`config.mk`:
```
export PLATFORM = sky130hd
export DESIGN_NAME = word_reg_file
export DESIGN_NICKNAME = d
export VERILOG_FILES = /design/src/rtl/word_reg_file.sv
export SDC_FILE = /design/constraint.sdc
export NUM_CORES = 1
export LEC_CHECK = 0
export ABC_AREA = 1
export CORE_MARGIN = 10
export CORE_UTILIZATION = 55
export CTS_CLUSTER_DIAMETER = 30
export DETAILED_ROUTE_END_ITERATION = 8
export GPL_TIMING_DRIVEN = 1
export PLACE_DENSITY = 0.76
export SLEW_MARGIN = 20
export SYNTH_ARGS = -nofsm -noshare
export SYNTH_HDL_FRONTEND = slang
export SYNTH_SLANG_ARGS = --single-unit
```
`constraint.sdc`:
```
create_clock -name clk -period 5 [get_ports clk]
set_input_delay 1.25 -clock clk [delete_from_list [all_inputs] [get_ports clk]]
set_output_delay 1.25 -clock clk [all_outputs]
set_load 0.01 [all_outputs]
```
`src/rtl/word_reg_file.sv`:
```
// 8-word register file addressed by one-hot word selects, with a registered
// read port, an 8-cycle sequential clear engine and illegal-select reporting.
module word_reg_file #(
  parameter int DATA_W = 8
) (
  input  logic              clk,
  input  logic              rst_n,
  input  logic              we,
  input  logic [7:0]        wsel,
  input  logic [DATA_W-1:0] wdata,
  input  logic              re,
  input  logic [7:0]        rsel,
  output logic [DATA_W-1:0] rdata,
  output logic              rvalid,
  input  logic              clr_req,
  output logic              busy,
  output logic              sel_err
);

  typedef enum logic {
    IDLE  = 1'b0,
    CLEAR = 1'b1
  } state_t;

  state_t            state;
  state_t            state_nxt;
  logic [DATA_W-1:0] words [8];
  logic [2:0]        cnt;

  logic       accept;
  logic       wsel_ok;
  logic       rsel_ok;
  logic       wr_ok;
  logic       rd_ok;
  logic [2:0] waddr;
  logic [2:0] raddr;

  function automatic logic is_onehot(input logic [7:0] s);
    return (s != 8'd0) && ((s & (s - 8'd1)) == 8'd0);
  endfunction

  function automatic logic [2:0] encode(input logic [7:0] s);
    logic [2:0] idx;
    idx = 3'd0;
    for (int i = 0; i < 8; i++) begin
      if (s[i]) idx = 3'(i);
    end
    return idx;
  endfunction

  // Ports are only serviced in IDLE when no clear is being requested.
  assign accept  = (state == IDLE) && !clr_req;
  assign wsel_ok = is_onehot(wsel);
  assign rsel_ok = is_onehot(rsel);
  assign wr_ok   = accept && we && wsel_ok;
  assign rd_ok   = accept && re && rsel_ok;
  assign waddr   = encode(wsel);
  assign raddr   = encode(rsel);

  always_ff @(posedge clk or negedge rst_n) begin
    if (!rst_n) state <= IDLE;
    else        state <= state_nxt;
  end

  always_comb begin
    state_nxt = state;
    unique case (state)
      IDLE:  if (clr_req) state_nxt = CLEAR;
      CLEAR: if (cnt == 3'd7) state_nxt = IDLE;
      default: state_nxt = IDLE;
    endcase
  end

  always_comb begin
    busy = (state == CLEAR);
  end

  // cnt walks 0..7 during CLEAR and naturally wraps back to 0 on exit.
  always_ff @(posedge clk or negedge rst_n) begin
    if (!rst_n)               cnt <= 3'd0;
    else if (state == CLEAR)  cnt <= cnt + 3'd1;
  end

  always_ff @(posedge clk or negedge rst_n) begin
    if (!rst_n) begin
      for (int i = 0; i < 8; i++) words[i] <= '0;
    end else if (state == CLEAR) begin
      words[cnt] <= '0;
    end else if (wr_ok) begin
      words[waddr] <= wdata;
    end
  end

  // rdata samples the array before this edge's write lands: read-before-write.
  always_ff @(posedge clk or negedge rst_n) begin
    if (!rst_n) begin
      rdata   <= '0;
      rvalid  <= 1'b0;
      sel_err <= 1'b0;
    end else begin
      rvalid  <= rd_ok;
      sel_err <= accept && ((we && !wsel_ok) || (re && !rsel_ok));
      if (rd_ok) rdata <= words[raddr];
    end
  end

endmodule

```
# ---- Word level (Yosys, flattened, before mapping)
# Cells that the tools add are included.
# Widths: inputs -> output; s select.
dict set report totals {
  ff_bits 78
  latch_bits 0
  mem_bits_rw 0
  romBits 0
  inputBits 29
  output_inout_bits 11
  wordCells 78
  mem_count 0
}
dict set report classes {
  n_addsub 3
  mul 0
  n_div 0
  magnitude_cmp 5
  eq_ne 1
  shift 0
  muxes 27
  bitwise_logic 8
  reduce_logical 21
}
# operator count
set op_table {}
lappend op_table {{$mux 64} 2}
lappend op_table {{$and 64x64->64} 1}
lappend op_table {{$bwmux 64} 1}
lappend op_table {{$not 64->64} 1}
lappend op_table {{$demux 8 s3} 2}
lappend op_table {{$mux 8} 4}
lappend op_table {{$mux 3} 10}
lappend op_table {{$bmux 8 s3} 1}
lappend op_table {{$and 8x8->8} 2}
lappend op_table {{$logic_not 8->1} 2}
lappend op_table {{$reduce_bool 8->1} 2}
lappend op_table {{$sub 8x1->8 const B} 2}
lappend op_table {{$ge 4x4->1 const B} 3}
lappend op_table {{$logic_and 1x1->1} 12}
lappend op_table {{$not 3->4} 3}
lappend op_table {{$lt 4x1->1 const B} 2}
lappend op_table {{$mux 1} 4}
lappend op_table {{$mux 2} 2}
lappend op_table {{$add 3x1->3 const B} 1}
lappend op_table {{$eq 3x3->1 const B} 1}
lappend op_table {{$logic_not 1->1} 3}
lappend op_table {{$pmux 1 s2} 1}
lappend op_table {{$reduce_bool 2->1} 1}
lappend op_table {{$logic_or 1x1->1} 1}
lappend op_table {{$not 1->1} 1}

# ---- Logic depth before layout (Yosys ltp)
dict set report depth {
  ltp_word 15
  depth_mapped 14
  mapped_depth_nobuf 13
}

# ---- Worst setup path before layout
# OpenSTA, ideal clock, no wires.
dict set report synth_timing {
  path_kind {input to register}
  from {in wsel[0]}
  to {reg words[40] (netlist name)}
  setup_time_ns 0.116
  arrival_ns 2.367
  required_time_ns 4.884
  path_slack_ns 2.516
  stages 10
  n_path_buf 0
  path_cell_list {nor2_1 nand2_2 o21ai_1 nand2_2 nor2_2 nand2_4 nor2_4 nor2_4 nand2_1 nand2_1}
}
dict set report synth_via {
  elab_chain_cells 6
  elab_cells_between_ends 7
  classes_between {1 x add/sub; 1 x bitwise; 5 x reduce/logical}
}
# element line
set synth_rtl {}
lappend synth_rtl {{start: declaration} 9} ;# input logic [7:0] wsel,
lappend synth_rtl {{$sub 8x1->8} 39} ;# return (s != 8'd0) && ((s & (s - 8'd1)) == 8'd0);
lappend synth_rtl {{$and 8x8->8} 39}
lappend synth_rtl {{$logic_not 8->1} 39}
lappend synth_rtl {{$logic_and 1x1->1 (*)} 39}
lappend synth_rtl {{$logic_and 1x1->1 (*)} 55} ;# assign wr_ok = accept && we && wsel_ok;
lappend synth_rtl {{$reduce_bool 2->1 (no line) (*)} n/a}
lappend synth_rtl {{end signal: indexed assignment} 90} ;# words[waddr] <= wdata;
lappend synth_rtl {{end: declaration} 27} ;# logic [DATA_W-1:0] words [8];
# Every way passes the cells marked *; elsewhere a longest branch is shown, timed or not.
# A chain may end at the register's enable or synchronous reset.

# ---- Worst setup path in the final report
dict set report layout_timing {
  from {in rsel[2]}
  to {reg rdata[3]}
}
dict set report layout_via {
  elab_chain_cells 10
  elab_cells_between_ends 16
  classes_between {1 x add/sub; 9 x mux; 2 x bitwise; 4 x reduce/logical}
}
# element line
set layout_rtl {}
lappend layout_rtl {{start: declaration} 12} ;# input logic [7:0] rsel,
lappend layout_rtl {{$mux 3 (6 in series)} 46} ;# if (s[i]) idx = 3'(i);
lappend layout_rtl {{$not 3->4 (implied by the code)} 103} ;# if (rd_ok) rdata <= words[raddr];
lappend layout_rtl {{$bmux 8 s3} 103}
lappend layout_rtl {{$mux 8 (implied by the code) (2 in series)} 103}
lappend layout_rtl {{end signal: assignment} 103}
lappend layout_rtl {{end: declaration} 13} ;# output logic [DATA_W-1:0] rdata,
# Parallel ways exist; a longest one is shown, timed or not. The select of a mux whose other input is x is not followed.

==> results.txt <==
Status = completed
Highest Clock Rate = 296 MHz
Initial antenna violation count = 0
Power share of the clock group = 0.311
Via density = 5.57
Die footprint = 12500 µm²
Row count = 33
Post-CTS resize count = 0
CTS H-tree lvls = 3
Tmin final = 3.38 ns
Vias in the first global route = 4387
First DRT Iteration DRCs = 399
Num CTS Buffers = 9
Leak = 2.67 nW
Max_cap viols = 0
Worst VDD drop = 0.158 mV
Global Route Usage Sum = 0.215
GRT overflow = 0
Min-Delay Path Class = reg2reg
I/O pin total = 40
Wire length per cell = 16.5 µm
Die X = 112 µm
Required time of the critical path = 5.27 ns
Via count = 4480
Syn_nets = 702
TNS Setup = 0 ns
Period Utilization, post-route = 0.676
Sequential power share = 0.448
Power per Cell Area = 309 nW/µm²
Port Buffers = 39
# diodes = 0
Synth cell types = 28
R2R setup slack = 2.53 ns
WS Path Type = in2reg
Post CTS Setup Buffer Count = 0
Root buffer selected by CTS = clkbuf_8
Crit path DAT = 3.65 ns
Synth-to-layout area growth = 13.1%
Max_slew headroom = 0.345
Clock slew at reported path FFs = 0.09 ns
Final setup violation count = 0
Clock Sinks = 78
Tightest Pin Transition = 0.983 ns
Core Region = 8220 µm²
Final Skew = 0.0103 ns
Area after DPL = 5060 µm²
Cells after synthesis = 671
Comb pwr share = 0.241
FF-to-FF path depth = 7
CTS tree = done
Fillers = 775
Clk_lat worst skew = 0.38 ns
Pwr Total = 1.63 mW
Routed Antenna Nets = 0
Most frequent cells in the layout = nand2_1, nand3_1, dfrtp_1, inv_1, clkdlybuf4s50_1
Synthesized area per cell = 6.94 µm²
# hold bufs at CTS = 0
Start point of the critical path = rsel[2]
Net Sw Frac = 0.371
Hold path startpoint = words[46]
Fin nets = 725
Max Slew Vio Count = 0
Most common cell after layout, fill and taps aside = nand2_1
Fin. Hold Viols = 0
Clock Path Buffers = 2
Flop and latch count out of synthesis = 78
Startpoint types = primary input
Post-Syn Area = 4650 µm²
Switching power = 0.603 mW
Hold Path End = words[46]
RSZ-0062 raised after global routing = no
Largest net degree at the start of global routing = 79
Core Util, Final = 0.641
Worst reg2reg path endpoint = words[63]
Post-route cell area = 5260 µm²
Internal = 1.02 mW
Routability cong. = 0.937
Ys Warns = 0
Post-DP HPWL = 9550 µm
Layout cells sized above 1 = 0.0787
First-pass GRT wire length = 22200 µm
CP Capture Type = flop
Drt total wl = 13300 µm
Highest fanout seen on the critical path = 33
FF-to-FF Start = busy
Residual DRC count = 0
First-pass iteration count of the detailed router = 6
Hold Path Stages = 2
Post-synthesis sequential area ratio = 0.419
Die height = 112 µm
Initial core utilization = 0.566
per-layer routing:
metal / up-vias / wire, µm / GRT usage
li1: 2197 / - / -
met2: 175 / 6160 / 0.336
met5: - / 0 / 0
met1: 2077 / 5740 / 0.275
met4: 0 / 441 / 0.0998
met3: 31 / 927 / 0.0478
sequential cells by signal (all words and copies together) (netlist names):
register  flops
busy          1
cnt           3
rdata         8
rvalid        1
sel_err       1
words        64
cells by family after synthesis:
logic type      after synthesis  share of synthesized area
simple gates                438                      0.428
flops                        78                      0.419
buf+inv                     112                     0.0946
fa+ha+maj                     2                    0.00538
compound gates               41                     0.0524
how the worst max path moves through the flow:
stage / endpoint / cells past startpoint / slack (ns)
after floorplan: words[40] / 10 / 2.52
after global placement: rdata[2] / 15 / 1.35
after detailed placement: rdata[3] / 15 / 1.29
after CTS: rdata[4] / 15 / 1.68
after global routing: rdata[6] / 15 / 1.28
final: rdata[3] / 15 / 1.62
area by class of cell:
cell class | count | area (µm²) | area share
Clock buffer | 9 | 124 | 0.0235
Clock inverter | 7 | 80.1 | 0.0152
Inverter | 83 | 312 | 0.0592
Multi-Input combinational cell | 481 | 2260 | 0.430
Sequential cell | 78 | 1950 | 0.371
Tap cell | 105 | 131 | 0.0250
Timing Repair Buffer | 41 | 403 | 0.0765
power groups by stage:
stage | Combinational, mW | Clock, mW | Sequential, mW
floorplan | 0.287 | 0 | 0.713
global placement | 0.377 | 0 | 0.738
detailed placement | 0.388 | 0 | 0.740
CTS | 0.390 | 0.508 | 0.727
global route | 0.445 | 0.531 | 0.736
finish | 0.392 | 0.506 | 0.729
synth_stat cells:
cell / instances / area (µm²)
a21oi_2: 1 / 8.76
a21oi_1: 1 / 5.00
ha_1: 2 / 25.0
nand3_2: 1 / 10.0
o21bai_1: 1 / 7.51
nor3_4: 1 / 16.3
o21ai_2: 3 / 26.3
nor2_2: 5 / 31.3
inv_1: 76 / 285
nand2_2: 8 / 50.1
inv_2: 6 / 22.5
buf_6: 2 / 22.5
o21ai_1: 5 / 25.0
o22ai_1: 1 / 6.26
nor2_4: 8 / 90.1
clkinv_1: 1 / 3.75
nor3_1: 2 / 10.0
o21ai_0: 21 / 105
buf_2: 4 / 20.0
and3_1: 1 / 6.26
dfrtp_1: 78 / 1950
nor2_1: 13 / 48.8
nand2_1: 228 / 856
buf_1: 3 / 11.3
nand3_1: 168 / 841
o31ai_1: 8 / 60.1
nand2_4: 3 / 33.8
clkbuf_1: 20 / 75.1
stage by stage:
step | setup slack [ns] | std cells | hold WS (ns)
after floorplan | 2.52 | 671 | 0.442
after global placement | 1.35 | 788 | 0.455
after detailed placement | 1.29 | 788 | 0.458
after CTS | 1.68 | 804 | 0.481
after global routing | 1.28 | 804 | 0.498
final | 1.62 | 804 | 0.476
critical path: stages:
cell             delay [ns]
clkdlybuf4s50_1        0.50
inv_1                  0.05
nand2_1                0.05
nand2_1                0.06
nand2_1                0.07
nand2_1                0.05
nand2_1                0.05
buf_4                  0.29
nand2_1                0.64
nand2_1                0.26
nand2_1                0.09
nand2_1                0.07
nand3_1                0.08
nand3_1                0.08
nand2_1                0.05
No activity file was read; power rests on OpenSTA's default activity.
